### src/rtl/oam_dma.sv
// oam_dma: GameBoy OAM DMA engine; copies LENGTH bytes from page src_hi into OAM, one byte every STRIDE clocks.
module oam_dma #(
    parameter int LENGTH = 160,
    parameter int STRIDE = 4
) (
    input  logic        clk,
    input  logic        rst,
    input  logic        dma_wr,
    input  logic [7:0]  dma_data,
    output logic [7:0]  dma_reg,
    output logic        dma_active,
    output logic        dma_re,
    output logic [15:0] dma_addr,
    input  logic [7:0]  dma_rdata,
    output logic        oam_we,
    output logic [7:0]  oam_addr,
    output logic [7:0]  oam_wdata,
    output logic        dma_done
);
    localparam int WW = (STRIDE > 4) ? $clog2(STRIDE) : 1;
    localparam logic [WW-1:0] WAIT_INIT = WW'((STRIDE > 3) ? STRIDE - 4 : 0);

    typedef enum logic [2:0] {S_IDLE, S_START, S_READ, S_LATCH, S_WRITE, S_WAIT} state_t;

    state_t          r_state, w_next;
    logic [7:0]      r_src, r_idx, r_reg, r_wdata;
    logic [WW-1:0]   r_wait;
    logic            r_done;
    logic [7:0]      w_src;
    logic            w_last, w_byte_done;

    // Echo RAM (E000-FDFF) mirrors C000-DDFF
    assign w_src       = (dma_data >= 8'hE0) ? dma_data - 8'h20 : dma_data;
    assign w_last      = r_idx == 8'(LENGTH - 1);
    assign w_byte_done = (r_state == S_WRITE && STRIDE == 3) || (r_state == S_WAIT && r_wait == '0);

    always_ff @(posedge clk) begin
        if (rst) begin
            r_state <= S_IDLE;
            r_src   <= '0;
            r_idx   <= '0;
            r_reg   <= '0;
            r_wdata <= '0;
            r_wait  <= '0;
            r_done  <= 1'b0;
        end else begin
            r_state <= w_next;
            r_done  <= w_byte_done && w_last && !dma_wr;
            if (dma_wr) begin
                r_reg <= dma_data;
                r_src <= w_src;
            end
            if (dma_wr)
                r_idx <= '0;
            else if (w_byte_done && !w_last)
                r_idx <= r_idx + 8'd1;
            if (r_state == S_LATCH)
                r_wdata <= dma_rdata;
            if (r_state == S_WRITE)
                r_wait <= WAIT_INIT;
            else if (r_state == S_WAIT)
                r_wait <= r_wait - WW'(1);
        end
    end

    // A CPU write restarts the engine from any state
    always_comb begin
        w_next = r_state;
        case (r_state)
            S_IDLE:  w_next = S_IDLE;
            S_START: w_next = S_READ;
            S_READ:  w_next = S_LATCH;
            S_LATCH: w_next = S_WRITE;
            S_WRITE: w_next = !w_byte_done ? S_WAIT : (w_last ? S_IDLE : S_READ);
            S_WAIT:  w_next = !w_byte_done ? S_WAIT : (w_last ? S_IDLE : S_READ);
            default: w_next = S_IDLE;
        endcase
        if (dma_wr)
            w_next = S_START;
    end

    always_comb begin
        dma_active = r_state != S_IDLE;
        dma_re     = r_state == S_READ;
        dma_addr   = (r_state == S_READ) ? {r_src, r_idx} : 16'h0000;
        oam_we     = r_state == S_WRITE;
        oam_addr   = (r_state == S_WRITE) ? r_idx : 8'h00;
    end

    assign dma_reg   = r_reg;
    assign oam_wdata = r_wdata;
    assign dma_done  = r_done;
endmodule

### config.mk
export PLATFORM = sky130hd
export DESIGN_NAME = oam_dma
export DESIGN_NICKNAME = d
export VERILOG_FILES = /design/src/rtl/oam_dma.sv
export SDC_FILE = /design/constraint.sdc
export NUM_CORES = 1
export LEC_CHECK = 0
export CORE_MARGIN = 2
export CORE_UTILIZATION = 40
export DETAILED_ROUTE_END_ITERATION = 8
export GPL_ROUTABILITY_DRIVEN = 0
export MAX_ROUTING_LAYER = met4
export PLACE_DENSITY = 0.8
export SLEW_MARGIN = 15
export SYNTH_ARGS = -nofsm -noshare
export SYNTH_HDL_FRONTEND = slang
export SYNTH_SLANG_ARGS = --single-unit
### constraint.sdc
create_clock -name clk -period 3.1 [get_ports clk]
set_input_delay 0.31 -clock clk [delete_from_list [all_inputs] [get_ports clk]]
set_output_delay 0.31 -clock clk [all_outputs]
set_load 0.005 [all_outputs]
# Word level (Yosys, flattened, before mapping)
# Index checks and enable logic that the tools add are counted.
[op_classes]
addsub = 3
n_lt_le_gt_ge = 1
n_eq_ne = 6
n_mux = 7
bitwise_logic = 1
n_reduce_logical = 10
[ops]
columns = ["operator", "count"]
rows = [
  ["$mux W16", 1],
  ["$mux W8", 2],
  ["$pmux W3 S4", 1],
  ["$add A8 B1 Y8 const B", 1],
  ["$eq A8 B8 Y1 const B", 1],
  ["$ge A8 B8 Y1 const B", 1],
  ["$sub A8 B6 Y8 const B", 1],
  ["$eq A3 B2 Y1 const B", 2],
  ["$eq A3 B3 Y1 const B", 2],
  ["$reduce_or A2 Y1", 3],
  ["$logic_and A1 B1 Y1", 4],
  ["$eq A3 B1 Y1 const B", 1],
  ["$mux W3", 1],
  ["$reduce_bool A3 Y1", 1],
  ["$logic_not A1 Y1", 2],
  ["$mux W2", 1],
  ["$mux W1", 1],
  ["$not A1 Y1", 1],
  ["$sub A1 B1 Y1 const B", 1],
]
[totals]
regBits = 37
input_bits = 19
out_inout_bits = 44
elab_cells = 36

# Logic depth before layout (Yosys ltp)
[depth]
word_depth = 5
depth_mapped = 5
ltp_nobuf = 5

# Worst setup path before layout
# OpenSTA, ideal clock, no wires.
[synth_timing]
path_kind = "reg2reg"
from = "reg r_idx[0]"
to = "reg r_idx[5]"
setup_ps = 127
arrival_ps = 1326
t_required_ps = 2973
slack_ps = 1647
stages_incl_launch_ff = 6
n_path_buf = 0
period_less_slack_ps = 1453
cell_sequence = "dfxtp_1 > ha_1 > and3_1 > a2111oi_4 > xnor2_1 > nor2_1"
[synth_via]
elab_chain_len = 3
word_cells_on_any_way = 4
classes_between = "1 x add/sub; 1 x eq/ne; 2 x reduce/logical"
[synth_rtl]
columns = ["item", "line", "source"]
rows = [
  ["start: declaration", "26", "logic [7:0] r_src, r_idx, r_reg, r_wdata;"],
  ["start signal: assignment", "56", "r_idx <= r_idx + 8'd1;"],
  ["parallel branches: the longest is 3 deep, another holds $add A8 B1 Y8", "-", ""],
]
# Several ways; the timed one is not identified.
# A chain may end at the register's enable or synchronous reset.

# Worst setup path after layout
[layout_timing]
from = "reg r_state[1]"
to = "out dma_addr[12]"
[layout_via]
elab_chain_len = 2
[layout_rtl]
columns = ["item", "line", "source"]
rows = [
  ["start: declaration", "25", "state_t r_state, w_next;"],
  ["start signal: assignment", "47", "r_state <= w_next;"],
  ["$eq A3 B2 Y1", "85", "dma_addr = (r_state == S_READ) ? {r_src, r_idx} : 16'h0000;"],
  ["$mux W16", "85", ""],
  ["end: declaration", "13", "output logic [15:0] dma_addr,"],
]
# No other way between the ends.

==> impl_metrics.yaml <==
sta:
  timing.slew.headroom_pct: 38.76
  setup_viol: 0
  fin_skew_ns: 0.006228
  fin_hold_ws_ns: 0.4524
  slew_viol_final: 0
  fin_crit_ns: 2.518
  rsz0062_at_grt: "false"
  timing.fmax_mhz: 397.2
  tightest_slew_ns: 0.9147
  min_period_over_period_pct: 81.21
  hold_violations: 0
  tns_ns: 0
global_routing:
  grt_pass1_vias: 1157
  use_met1_pct: 20.96
  grt-busiest-layer: "met2"
  gr-usage-met3_pct: 4.795
  grt_usage_pct: 16.07
  grt.overflow.total: 0
  grt_pass1_wl_um: 5244
  antenna_found_initial: 0
  grt_max_degree: 23
  met2_usage_pct: 22.98
clock_network:
  cts_resized: 0
  cts_root_buf: "clkbuf_8"
  cts_tree: "yes"
  clock_latency_ns: 0.27
  numClockSinks: 32
  clkSlewWorstSetupHoldPaths_ns: 0.06
  hold_buffers: 0
  cts_buffer_depth: 2
  htreeDepth: 2
  postCtsSetupRepairBufs: 0
  cts_buffers: 5
layout:
  multi_input_area_um2: 805.8
  regArea_um2: 640.6
  layout-drive-gt1-share_pct: 6.780
  fin_nets: 256
  diodes: 0
  area_delta_synth_final_pct: 47.33
  n_fill_cell: 339
setup_path:
  crit_required_ns: 2.79
  endpoint: "dma_addr[12]"
  startpoint: "r_state[1]"
  rr_endpoint: "r_idx[5]"
  reg2regPathDepth: 5
  r2r_start: "r_idx[0]"
  rrSetupSlack_ns: 1.52
  start_kind: "flop"
  crit_type: "flop to output port"
  crit_path_end_kind: "output port"
  cp_max_fo: 18
  arrival_ns: 2.21
power:
  power_density_nw_per_um2: 368.7
  p_total_mw: 0.8271
  switching_share_pct: 20.95
  internal_power_mw: 0.6538
  ir_drop_v: 0.0002739
  p_leak_nw: 0.8375
  p_switching_mw: 0.1732
  pwr-share-clk_pct: 38.2
  seq_power_share_pct: 52.0
  combPwrFrac_pct: 9.8
synthesis:
  yosys_register_bits: 32
  synthXorXnorAreaFrac_pct: 3.451
  synthMuxAreaShare_pct: 6.574
  yosysSeqAreaShare_pct: 42.07
  synthSimpleGateAreaFrac_pct: 33.03
  syn_inst: 176
  synth_compound_area_share_pct: 8.217
  syn_area_um2: 1523
  syn_area_per_cell_um2: 8.652
  synth_fp_nets: 197
  synthAdderAreaFrac_pct: 1.643
  synth_top_family_by_area: "simple AND/OR/NAND/NOR gates"
  yosysWarnings: 0
  yosysUniqueCellTypes: 30
routing:
  first_pass_iters: 4
  drc: 0
  via_per_inst: 4.644
  drtIter0Drc: 40
  vias: 1319
  wl_per_cell_um: 11.32
  ant_nets: 0
  wirelength_um: 3216
floorplan:
  die-area_um2: 4316
  core_um2: 3661
  die_w_um: 65.70
  pin_count: 63
  row_count: 22
  start_util_pct: 41.59
  fp.dieH_um: 65.70
hold_path:
  hp-class: "flop to flop"
job:
  maxCapViolations: 0
outcome:
  run_status: "completed"
placed_design:
  dp_hpwl_um: 2336
  io_buffers: 62
-- cell type report --
type	count	share of cell area, %
Multi-Input combinational cell	129	35.92
Tap cell	48	2.677
Timing Repair Buffer	64	28.33
Clock buffer	8	4.016
Inverter	3	0.5020
Sequential cell	32	28.56
-- worst min path at each step --
stage | from | to | slack, ns | cells past startpoint
after floorplan | rst | oam_wdata[4] | 0.38 | 1
after global placement | oam_wdata[0] | oam_wdata[0] | 0.44 | 2
after detailed placement | oam_wdata[3] | oam_wdata[3] | 0.45 | 2
after CTS | oam_wdata[3] | oam_wdata[3] | 0.46 | 2
after global routing | oam_wdata[6] | oam_wdata[6] | 0.47 | 2
final | oam_wdata[3] | oam_wdata[3] | 0.45 | 2
-- cells in the mapped netlist --
cell	n	area, um2
dfxtp_1	32	640.6
and2_1	24	150.1
nand2_1	22	82.58
nor2_1	20	75.07
a21oi_1	13	65.06
mux2i_1	10	100.1
clkbuf_1	6	22.52
nand3_1	6	30.03
buf_4	5	37.54
nand2b_1	4	25.02
inv_1	3	11.26
nand4_1	3	18.77
nor3_1	3	15.01
xnor2_1	3	26.28
xor2_1	3	26.28
and3_1	2	12.51
and4bb_2	2	25.02
ha_1	2	25.02
or2_2	2	12.51
a2111oi_4	1	27.53
a211oi_1	1	7.510
a21o_1	1	7.510
and4b_1	1	10.01
buf_2	1	5.000
nand4bb_1	1	11.26
nand4bb_2	1	16.27
nor3b_2	1	12.51
o211ai_1	1	7.510
o21ba_2	1	10.01
or3_1	1	6.260
-- logic make-up after synthesis --
logic type | after synthesis
AND/OR/NAND/NOR | 93
flip-flops | 32
AO/OA/AOI/OAI | 18
buffers and inverters | 15
multiplexers | 10
XOR/XNOR | 6
adder cells (fa/ha/maj) | 2
-- cell usage in the layout, fill, tap and decap left out, types with 2 or more instances in the layout --
master / n
or2_2: 2
a21oi_1: 13
and2_1: 24
nand2_1: 22
and4bb_2: 2
mux2i_1: 10
ha_1: 2
xor2_1: 3
buf_4: 2
clkbuf_8: 6
nand2b_1: 4
and3_1: 2
nor3_1: 3
dfxtp_1: 32
nor2_1: 20
xnor2_1: 3
clkdlybuf4s50_1: 62
clkbuf_1: 2
nand4_1: 3
nand3_1: 6
inv_1: 3
-- stage by stage --
| stage | cell area [um2] | std cells | utilization [%] | setup WS, ns |
|---|---|---|---|---|
| after floorplan | 1523 | 176 | - | 1.647 |
| after global placement | 2153 | 276 | 58.82 | 0.8811 |
| after detailed placement | 2153 | 276 | 58.82 | 0.8799 |
| after CTS | 2243 | 284 | 61.28 | 0.5599 |
| after global routing | 2243 | 284 | 61.28 | 0.3853 |
| final | 2243 | 284 | 61.28 | 0.5824 |
-- worst max-delay path, cell delays in order (launching register included) --
cell and delay (ns):
dfxtp_1 0.40, nor3b_2 0.78, and2_1 0.24, clkdlybuf4s50_1 0.51
-- per-layer routing --
layer  vias up  wire (um)
li1        697          -
met1       579       1574
met2        38       1356
met3         5        234
met4         0         51
met5         -          0
-- power by group through the flow --
stage | Clock, mW | Combinational, mW | Sequential (mW)
final | 0.316 | 0.0808 | 0.430
after global routing | 0.347 | 0.0891 | 0.431
after CTS | 0.323 | 0.0822 | 0.430
after detailed placement | 0 | 0.0818 | 0.439
after global placement | 0 | 0.0812 | 0.439
after floorplan | 0 | 0.0368 | 0.437
No activity file was read; power rests on OpenSTA's default activity.
